`config.mk`:
```
export PLATFORM = sky130hd
export DESIGN_NAME = pe_mac_seq_flat
export DESIGN_NICKNAME = d
export VERILOG_FILES = /design/src/rtl/pe_pkg.sv /design/src/rtl/pe_mac_seq_if.sv /design/src/rtl/pe_mac_seq.sv /design/src/flat_wrapper.sv
export SDC_FILE = /design/constraint.sdc
export NUM_CORES = 1
export LEC_CHECK = 0
export CAP_MARGIN = 40
export CORE_MARGIN = 2
export CORE_UTILIZATION = 45
export DETAILED_ROUTE_END_ITERATION = 10
export GPL_TIMING_DRIVEN = 0
export PLACE_DENSITY = 0.89
export SYNTH_ARGS = -nofsm -noshare
export SYNTH_HDL_FRONTEND = slang
export SYNTH_SLANG_ARGS = --single-unit
```
`constraint.sdc`:
```
create_clock -name clk -period 2.4 [get_ports clk]
set_input_delay 0.48 -clock clk [delete_from_list [all_inputs] [get_ports clk]]
set_output_delay 0.48 -clock clk [all_outputs]
set_load 0.01 [all_outputs]
```
`src/rtl/pe_pkg.sv`:
```
// Shared constants and FSM state type for the PE job sequencer.
// Used by pe_mac_seq and its operand/result interface.
package pe_pkg;

    localparam int W_IN   = 8;
    localparam int W_ACC  = 24;
    localparam int LEN_W  = 10;
    localparam int PE_LAT = 4;

    typedef enum logic [2:0] {
        IDLE,
        CLEAR,
        STREAM,
        DRAIN,
        OUT
    } pe_seq_state_t;

endpackage

```
`src/rtl/pe_mac_seq_if.sv`:
```
// Operand stream and result port of the PE job sequencer.
// master = upstream producer / result consumer, slave = sequencer.
interface pe_mac_seq_if #(
    parameter int W_IN  = pe_pkg::W_IN,
    parameter int W_ACC = pe_pkg::W_ACC
) ();

    logic             op_valid;
    logic             op_ready;
    logic [W_IN-1:0]  op_a;
    logic [W_IN-1:0]  op_b;
    logic             res_valid;
    logic             res_ready;
    logic [W_ACC-1:0] res_data;

    modport master (
        output op_valid, op_a, op_b, res_ready,
        input  op_ready, res_valid, res_data
    );

    modport slave (
        input  op_valid, op_a, op_b, res_ready,
        output op_ready, res_valid, res_data
    );

endinterface

```
`src/rtl/pe_mac_seq.sv`:
```
// Dot-product job sequencer feeding one PE core.
// Optional stall counter enabled by defining PE_MAC_SEQ_STALL_CNT_EN.
module pe_mac_seq #(
    parameter int W_IN   = pe_pkg::W_IN,
    parameter int W_ACC  = pe_pkg::W_ACC,
    parameter int LEN_W  = pe_pkg::LEN_W,
    parameter int PE_LAT = pe_pkg::PE_LAT
) (
    input  logic             clk,
    input  logic             reset,
    input  logic             start,
    input  logic [LEN_W-1:0] cfg_len,
    input  logic             cfg_relu,
    output logic             busy,
    pe_mac_seq_if.slave      bus,
    output logic             pe_en,
    output logic             pe_mode_sel,
    output logic             pe_reg_reset,
    output logic [W_IN-1:0]  pe_a_mul,
    output logic [W_IN-1:0]  pe_b_mul,
    input  logic [W_ACC-1:0] pe_results,
    output logic [15:0]      stall_cnt
);

    import pe_pkg::*;

    localparam int DW = $clog2(PE_LAT + 1);

    pe_seq_state_t    state_q, state_d;
    logic [LEN_W-1:0] len_q, len_d;
    logic [LEN_W-1:0] cnt_q, cnt_d;
    logic [DW-1:0]    drain_q, drain_d;
    logic             en_q, en_d;
    logic             rst_q, rst_d;
    logic             mode_q, mode_d;
    logic [W_IN-1:0]  a_q, a_d;
    logic [W_IN-1:0]  b_q, b_d;
    logic [W_ACC-1:0] res_q, res_d;
    logic             hs;

    assign hs = bus.op_valid && (state_q == STREAM);

    // Next-state and registered-output logic for the job FSM.
    always_comb begin
        state_d = state_q;
        len_d   = len_q;
        cnt_d   = cnt_q;
        drain_d = drain_q;
        en_d    = 1'b0;
        mode_d  = mode_q;
        a_d     = a_q;
        b_d     = b_q;
        res_d   = res_q;
        unique case (state_q)
            IDLE: begin
                if (start) begin
                    len_d   = cfg_len;
                    mode_d  = cfg_relu;
                    state_d = CLEAR;
                end
            end
            CLEAR: begin
                cnt_d = '0;
                if (len_q == '0) begin
                    res_d   = '0;
                    state_d = OUT;
                end else begin
                    state_d = STREAM;
                end
            end
            STREAM: begin
                if (hs) begin
                    a_d   = bus.op_a;
                    b_d   = bus.op_b;
                    en_d  = 1'b1;
                    cnt_d = cnt_q + 1'b1;
                    if (cnt_d == len_q) begin
                        drain_d = '0;
                        state_d = DRAIN;
                    end
                end
            end
            DRAIN: begin
                if (drain_q == DW'(PE_LAT)) begin
                    res_d   = pe_results;
                    state_d = OUT;
                end else begin
                    drain_d = drain_q + 1'b1;
                end
            end
            OUT: begin
                if (bus.res_ready) begin
                    state_d = IDLE;
                end
            end
            default: state_d = IDLE;
        endcase
        rst_d = (state_d == CLEAR);
    end

    // State and PE-facing registers.
    always_ff @(posedge clk or posedge reset) begin
        if (reset) begin
            state_q <= IDLE;
            len_q   <= '0;
            cnt_q   <= '0;
            drain_q <= '0;
            en_q    <= 1'b0;
            rst_q   <= 1'b0;
            mode_q  <= 1'b0;
            a_q     <= '0;
            b_q     <= '0;
            res_q   <= '0;
        end else begin
            state_q <= state_d;
            len_q   <= len_d;
            cnt_q   <= cnt_d;
            drain_q <= drain_d;
            en_q    <= en_d;
            rst_q   <= rst_d;
            mode_q  <= mode_d;
            a_q     <= a_d;
            b_q     <= b_d;
            res_q   <= res_d;
        end
    end

    assign busy          = (state_q != IDLE);
    assign bus.op_ready  = (state_q == STREAM);
    assign bus.res_valid = (state_q == OUT);
    assign bus.res_data  = res_q;
    assign pe_en         = en_q;
    assign pe_reg_reset  = rst_q;
    assign pe_mode_sel   = mode_q;
    assign pe_a_mul      = a_q;
    assign pe_b_mul      = b_q;

`ifdef PE_MAC_SEQ_STALL_CNT_EN
    logic [15:0] stall_q, stall_d;

    // Saturating count of STREAM cycles starved of operands.
    always_comb begin
        stall_d = stall_q;
        if (state_q == IDLE && start) begin
            stall_d = '0;
        end else if (state_q == STREAM && !bus.op_valid
                     && stall_q != 16'hFFFF) begin
            stall_d = stall_q + 1'b1;
        end
    end

    // Stall counter register.
    always_ff @(posedge clk or posedge reset) begin
        if (reset) begin
            stall_q <= '0;
        end else begin
            stall_q <= stall_d;
        end
    end

    assign stall_cnt = stall_q;
`else
    assign stall_cnt = '0;
`endif

endmodule

```
`src/flat_wrapper.sv`:
```
// flat-port wrapper written by rule: the top's interface ports become plain ports
module pe_mac_seq_flat import pe_pkg::*;
#(
    parameter int W_IN   = pe_pkg::W_IN,
    parameter int W_ACC  = pe_pkg::W_ACC,
    parameter int LEN_W  = pe_pkg::LEN_W,
    parameter int PE_LAT = pe_pkg::PE_LAT
)
  (clk, reset, start, cfg_len, cfg_relu, busy, pe_en, pe_mode_sel, pe_reg_reset, pe_a_mul, pe_b_mul, pe_results, stall_cnt, bus_op_valid, bus_op_a, bus_op_b, bus_res_ready, bus_op_ready, bus_res_valid, bus_res_data);
  pe_mac_seq_if #(.W_IN(W_IN), .W_ACC(W_ACC)) bus_i ();
  input  logic clk;
  input  logic reset;
  input  logic start;
  input  logic [LEN_W-1:0] cfg_len;
  input  logic cfg_relu;
  output logic busy;
  output logic pe_en;
  output logic pe_mode_sel;
  output logic pe_reg_reset;
  output logic [W_IN-1:0] pe_a_mul;
  output logic [W_IN-1:0] pe_b_mul;
  input  logic [W_ACC-1:0] pe_results;
  output logic [15:0] stall_cnt;
  input wire logic [$bits(bus_i.op_valid)-1:0] bus_op_valid;
  input wire logic [$bits(bus_i.op_a)-1:0] bus_op_a;
  input wire logic [$bits(bus_i.op_b)-1:0] bus_op_b;
  input wire logic [$bits(bus_i.res_ready)-1:0] bus_res_ready;
  output wire logic [$bits(bus_i.op_ready)-1:0] bus_op_ready;
  output wire logic [$bits(bus_i.res_valid)-1:0] bus_res_valid;
  output wire logic [$bits(bus_i.res_data)-1:0] bus_res_data;
  assign bus_i.op_valid = bus_op_valid;
  assign bus_i.op_a = bus_op_a;
  assign bus_i.op_b = bus_op_b;
  assign bus_i.res_ready = bus_res_ready;
  assign bus_op_ready = bus_i.op_ready;
  assign bus_res_valid = bus_i.res_valid;
  assign bus_res_data = bus_i.res_data;
  pe_mac_seq #(.W_IN(W_IN), .W_ACC(W_ACC), .LEN_W(LEN_W), .PE_LAT(PE_LAT)) u_core (.clk(clk), .reset(reset), .start(start), .cfg_len(cfg_len), .cfg_relu(cfg_relu), .busy(busy), .bus(bus_i), .pe_en(pe_en), .pe_mode_sel(pe_mode_sel), .pe_reg_reset(pe_reg_reset), .pe_a_mul(pe_a_mul), .pe_b_mul(pe_b_mul), .pe_results(pe_results), .stall_cnt(stall_cnt));
endmodule
```
==> flow_summary_export.csv, run 1 <==
group,metric,value,unit
grt,grt_antenna_before_repair,0,
timing,clock-skew-final,10.5,ps
timing,max_clock_freq,437,MHz
worst_setup_path,critPathLaunchType,"flip-flop",
clock_network,cts.repair_timing.setup_buffer_count,0,
worst_setup_path,crit_path_top_delay_cell,"clkdlybuf4s50_1",
routing,routed_via_density,4.85,
logic_synthesis,synthDominantAreaCellType,"dfrtp_1",
logic_synthesis,synth_cells,351,
clock_network,worstSkewPairLatency,350,ps
layout,diodes,0,
floorplanning,design.portCount,118,
floorplanning,die_y,88.8,um
pwr,p_per_area,1180,mW/mm2
layout,layout-drive-gt1-share,0.0930,
routing,detail_route.wl_per_cell,13.2,um
worst_setup_path,critical-path-top-delay-family,"buffers and inverters",
worst_setup_path,crit_path_cell_trace,"clkbuf_2 -> or3_1 -> clkdlybuf4s50_1",
layout,area_overhead_of_the_layout_relative_to_synthesis,45.0,%
min_path,worst_hold_path_type,"primary input to async pin",
timing,finalHoldViolations,0,
clock_network,clock_sinks,69,
routing,detail-route-antenna-nets,0,
logic_synthesis,yosys.cell_types.count,39,
layout,final_cell_mix,"nand2_1 (110), clkdlybuf4s50_1 (101), dfrtp_1 (69), o21ai_1 (32), buf_4 (17)",
grt,global_route.usage.total,0.206,
floorplanning,overall_die_area,0.00789,mm2
placement,port-buffer-count,101,
logic_synthesis,average_size_of_a_mapped_cell,9.23,um2
clock_network,numCtsBuffers,9,
logic_synthesis,synth_seq_area_share,0.533,
pwr,irDropWorstVdd,0.614,mV
placement,routabilityCongestion,0.833,
clock_network,cts.path.max_buffers,2,
layout,post_route_cell_area,0.00470,mm2
timing,timing.final.setup_violations,0,
floorplanning,start_util,0.472,
worst_setup_path,worstSetupPathType,"flip-flop to output port",
timing,rsz_0062_raised_after_global_routing,"false",
grt,grt_pass1_wl,12.6,mm
timing,final_min_period_over_clock_period,0.954,
timing,finalMaxSlewViolations,0,
clock_network,cts_tree,"yes",
pwr,static_leakage,2.11,nW
flow_run,drv.max_cap_violation_count,0,
floorplanning,coreArea,0.00687,mm2
timing,setup_slack,110,ps
worst_setup_path,worst-path-buf-inv,2,
logic_synthesis,yosys-top-cells-area,"dfrtp_1 (53%), nand2_1 (13%), o21ai_1 (4.9%)",
routing,drt-total-wl,7.66,mm
layout,fin_nets,538,
logic_synthesis,post-synth-top-area-fraction,0.533,
logic_synthesis,dominantRegCellSynth,"dfrtp_1",
logic_synthesis,async_flop_share,1.00,
clock_network,cts.htree.levels,3,
grt,grt_remaining_overflow,0,
timing,timing.final.crit_period,2290,ps
clock_network,post_cts_clock_slew_at_the_launch_and_capture_registers_of_the_worst_setup_and_hold_paths,80,ps
floorplanning,core.rowCount,30,
logic_synthesis,yosys_warnings,0,
worst_setup_path,timing.reg2reg.setup_slack,270,ps
logic_synthesis,number_of_enable_type_register_cells_in_the_synthesized_netlist,0,
outcome,status,"finished, final reports clean",
routing,drc,0,
placement,pre_cts_slack,203,ps
worst_setup_path,timing.critical_path.arrival,1810,ps
worst_setup_path,worst-endpoint-required,1920,ps
routing,drtPass1Iterations,4,
logic_synthesis,mappedNetlistArea,0.00324,mm2
worst_setup_path,path_max_fanout,10,
pwr,total_power,5.53,mW
grt,grt_pass1_vias,2885,
placement,hpwl,5.67,mm
routing,vias,2811,
clock_network,ctsRootBufferMaster,"clkbuf_8",
layout,final_util,0.684,
placement,placed_area,0.00445,mm2
floorplanning,die_x,88.8,um
routing,drt_iter0_markers,102,
layout,mostFrequentLayoutCell,"nand2_1",
grt,maximum_number_of_pins_on_one_net_before_global_route_repair,41,
worst_setup_path,cp_slowest_stage_delay,500,ps
logic_synthesis,synth.ff_latch_count,69,
timing,worst_hold_slack,456,ps
worst_setup_path,end_kind,"output port",
## logic make-up (layout without fill, tap and decap cells)
kind of cell / count (synthesis) / after routing / share of synthesized area
other cells: 1 / 16 / 0.00116
flops: 69 / 69 / 0.533
compound gates: 57 / 57 / 0.0966
simple gates: 152 / 152 / 0.205
mux: 13 / 13 / 0.0444
buf+inv: 41 / 159 / 0.0680
fa+ha+maj: 3 / 3 / 0.0116
xor+xnor: 15 / 15 / 0.0406
## final cells by class
class,count,area [um2]
tap,96,120
buffer,35,199
inverter,6,25.0
sequential,69,1730
multi-input combinational,256,1350
clock buffer,9,124
clock inverter,7,121
timing repair buffer,102,1030
fill,544,2170
## metrics by stage
stage               cells  setup TNS [ps]
floorplan             366               0
global placement      563          -64540
detailed placement    564               0
CTS                   580               0
global route          580               0
finish                580               0
## Yosys cell counts, drive strengths merged, types with 2 or more instances
library cell,number
a21oi,6
a31oi,3
and3,3
and4,3
buf,19
clkbuf,16
dfrtp,69
ha,3
inv,6
mux2,11
mux2i,2
nand2,110
nand2b,2
nand3,10
nand4,3
nor2,7
nor3,2
nor3b,2
nor4,3
o21ai,43
o31ai,3
or3,2
xnor2,12
xor2,3
## worst paths after layout
check,start,depth (start not counted),end
max,u_core.state_q[1],3,busy
min,reset,2,u_core.bus.res_data[12]
max reg2reg,u_core.cnt_q[0],7,u_core.drain_q[0]
min reg2reg,u_core.pe_a_mul[7],2,u_core.pe_a_mul[7]
max in group asynchronous,reset,3,u_core.cnt_q[0]
min in group clk,u_core.pe_a_mul[7],2,u_core.pe_a_mul[7]
## state kept, by name, indices dropped and copies added, names as in the netlist, 3 cells and up
| register | cells |
|---|---|
| u_core.pe_a_mul | 8 |
| u_core.state_q | 3 |
| u_core.pe_b_mul | 8 |
| u_core.drain_q | 3 |
| u_core.bus.res_data | 24 |
| u_core.len_q | 10 |
| u_core.cnt_q | 10 |
## worst register-to-register path: stages (launching register included)
cell and delay (ps):
dfrtp_1 460, ha_1 280, and3_1 250, and3_1 230, xnor2_1 130, nand4_1 150, o31ai_1 380, mux2i_1 130
## what timing repair did
item / in CTS / in global routing
gates resized for setup: 0 / 2
hold buffers: 0 / 0
endpoints found under the setup margin: 0 / 1
hold endpoints to repair: 0 / 0
## per-layer routing
layer / wire length, um / GRT usage
met1: 3160 / 0.234
met2: 3930 / 0.373
met3: 461 / 0.0420
met4: 115 / 0.0854
met5: 0 / 0
## power by group
| group | internal [mW] | switching [mW] | leakage [nW] | total (mW) |
|---|---|---|---|---|
| combinational | 1.24 | 1.12 | 1.12 | 2.36 |
| clock | 0.697 | 0.474 | 0.124 | 1.17 |
| sequential | 1.67 | 0.333 | 0.858 | 2.00 |
Power figures use the tool's default switching activity.
==> run 2, diff against run 1 <==
--- a/config.mk
+++ b/config.mk
@@ -7,10 +7,10 @@
 export LEC_CHECK = 0
 export CAP_MARGIN = 40
 export CORE_MARGIN = 2
-export CORE_UTILIZATION = 45
+export CORE_UTILIZATION = 48
 export DETAILED_ROUTE_END_ITERATION = 10
 export GPL_TIMING_DRIVEN = 0
-export PLACE_DENSITY = 0.89
+export PLACE_DENSITY = 0.93
 export SYNTH_ARGS = -nofsm -noshare
 export SYNTH_HDL_FRONTEND = slang
 export SYNTH_SLANG_ARGS = --single-unit
==> constraint.sdc (replaced) <==
create_clock -name clk -period 2.8 [get_ports clk]
set_input_delay 0.56 -clock clk [delete_from_list [all_inputs] [get_ports clk]]
set_output_delay 0.56 -clock clk [all_outputs]
set_load 0.01 [all_outputs]
==> run 2 against run 1 <==
Against the previous run: clock skew decreased by 3.3 ps; clock power decreased by 32%; power decreased by 18%; flip-flop and latch count unchanged; register-to-register slack improved by 340 ps; critical endpoint unchanged; global-route usage increased by 1.6 points; non-clock buffer count unchanged; critical path depth unchanged.
==> flow_summary_export.csv, run 2 (synthesis gave the netlist of run 1 again) <==
group,metric,value,unit
outcome,status,"finished, final reports clean",
timing,timing.final.setup_violations,0,
worst_setup_path,worst-endpoint-required,2240,ps
layout,area_overhead_of_the_layout_relative_to_synthesis,42.6,%
clock_network,ctsRootBufferMaster,"clkbuf_8",
floorplanning,coreArea,0.00642,mm2
pwr,power_switching,1.62,mW
timing,finalMaxSlewViolations,0,
layout,fin_nets,538,
clock_network,clock_sinks,69,
worst_setup_path,path_max_fanout,10,
routing,drt-total-wl,7.78,mm
min_path,worst_hold_path_type,"flip-flop to flip-flop",
grt,grt_remaining_overflow,0,
clock_network,cts.htree.levels,3,
pwr,p_per_area,985,mW/mm2
placement,placed_area,0.00443,mm2
routing,drc,0,
timing,rsz_0062_raised_after_global_routing,"false",
worst_setup_path,timing.critical_path.arrival,1830,ps
pwr,seq_power_share,0.380,
timing,clock-skew-final,7.20,ps
floorplanning,die_y,86.2,um
layout,sequential_cell_area,0.00173,mm2
timing,max_clock_freq,418,MHz
routing,routed_via_density,5.05,
worst_setup_path,crit_path_cell_trace,"clkbuf_1 -> or3_1 -> clkdlybuf4s50_1",
layout,diodes,0,
worst_setup_path,end_kind,"output port",
flow_run,drv.max_cap_violation_count,0,
layout,max_reg_flops,24,
layout,final_util,0.719,
clock_network,cts_tree,"yes",
pwr,power_frac_comb,0.446,
floorplanning,start_util,0.504,
placement,hpwl,5.87,mm
grt,global_route.usage.total,0.221,
placement,dp.cells,545,
clock_network,cts.repair_timing.setup_buffer_count,0,
routing,detail_route.wl_per_cell,13.9,um
placement,routabilityCongestion,0.823,
clock_network,post_cts_clock_slew_at_the_launch_and_capture_registers_of_the_worst_setup_and_hold_paths,70,ps
timing,setup_slack,406,ps
routing,drt_iter0_markers,100,
worst_setup_path,crit_path_top_delay_cell,"clkdlybuf4s50_1",
layout,total_area_of_multi_input_combinational_cells,0.00135,mm2
grt,grt_pass1_wl,12.8,mm
worst_setup_path,cp_slowest_stage_delay,510,ps
layout,final_cell_mix,"nand2_1 (110), clkdlybuf4s50_1 (101), dfrtp_1 (69), o21ai_1 (32), clkbuf_1 (18)",
layout,post_route_cell_area,0.00462,mm2
layout,mostFrequentLayoutCell,"nand2_1",
layout,layout-drive-gt1-share,0.0868,
pwr,clock_power_share,0.174,
placement,port-buffer-count,101,
pwr,static_leakage,2.07,nW
grt,grt_antenna_before_repair,0,
layout,instances_no_fill,561,
clock_network,cts.path.max_buffers,2,
routing,detail-route-antenna-nets,0,
pwr,p_sw_frac,0.357,
clock_network,ctsHoldBuffers,0,
timing,final_min_period_over_clock_period,0.855,
routing,vias,2831,
placement,pre_cts_slack,430,ps
floorplanning,overall_die_area,0.00742,mm2
worst_setup_path,critical-path-top-delay-family,"buffers and inverters",
clock_network,numCtsBuffers,9,
timing,finalHoldViolations,0,
timing,timing.final.crit_period,2390,ps
grt,maximum_number_of_pins_on_one_net_before_global_route_repair,41,
grt,grt_pass1_vias,2820,
routing,drtPass1Iterations,4,
floorplanning,core.rowCount,29,
worst_setup_path,critPathLaunchType,"flip-flop",
floorplanning,design.portCount,118,
clock_network,worstSkewPairLatency,330,ps
layout,final.fill_count,486,
clock_network,post_cts.resized_instances,0,
pwr,irDropWorstVdd,0.586,mV
floorplanning,die_x,86.2,um
worst_setup_path,worstSetupPathType,"flip-flop to output port",
worst_setup_path,worst-path-buf-inv,2,
pwr,cellInternalPower,2.92,mW
## run 2: changes by cell type in the layout (fill, tap and decap cells not counted)
| cell | change |
|---|---|
| clkbuf_1 | +3 |
| bufinv_16 | -2 |
| inv_6 | -2 |
| clkbuf_2 | -1 |
| clkbuf_8 | +1 |
| clkinv_2 | +1 |
| clkinv_4 | -1 |
| clkinvlp_4 | +1 |
## run 2: area by class of cell
| type | count | share of cell area |
|---|---|---|
| clock buffers | 12 | 0.0314 |
| repair buffers | 102 | 0.223 |
| flip-flops and latches | 69 | 0.374 |
| multi-input cells | 256 | 0.292 |
| plain buffers | 35 | 0.0428 |
| well taps | 77 | 0.0209 |
| clock inverters | 4 | 0.0103 |
| inverters | 6 | 0.00542 |
## run 2: routing by layer
layer,track usage,share of wire
met4,0.0895,0.015
met5,0,0
met1,0.258,0.41
met2,0.383,0.51
met3,0.0626,0.069
## run 2: worst min-delay path: stages, from the launching register on
cell and delay (ps):
dfrtp_1 340, nand2_1 50, nand2_1 50
## run 2: stage by stage
stage	total power [mW]	setup TNS [ps]	hold WS (ps)
after floorplan	2.78	0	458
after global placement	3.66	-42400	458
after detailed placement	3.78	0	463
after CTS	4.59	0	480
after global routing	4.89	0	512
final	4.55	0	473
## run 2: path summary, 6_finish.rpt
| kind | start | depth (start not counted) | slack (ps) | end |
|---|---|---|---|---|
| hold reg to reg | u_core.pe_b_mul[0] | 2 | 470 | u_core.pe_b_mul[0] |
| hold / removal | u_core.pe_b_mul[0] | 2 | 470 | u_core.pe_b_mul[0] |
| min in group asynchronous | reset | 2 | 560 | u_core.bus.res_data[13] |
| setup reg to reg | u_core.state_q[0] | 8 | 610 | u_core.cnt_q[2] |
| max in group asynchronous | reset | 3 | 1700 | u_core.state_q[0] |
| setup / recovery | u_core.state_q[1] | 3 | 410 | busy |
## run 2: power groups by stage
| stage | clock, mW | sequential [mW] | combinational (mW) |
|---|---|---|---|
| finish | 0.792 | 1.73 | 2.03 |
| global route | 0.865 | 1.79 | 2.24 |
| CTS | 0.811 | 1.73 | 2.05 |
| detailed placement | 0 | 1.75 | 2.03 |
| global placement | 0 | 1.72 | 1.95 |
| floorplan | 0 | 1.84 | 0.942 |
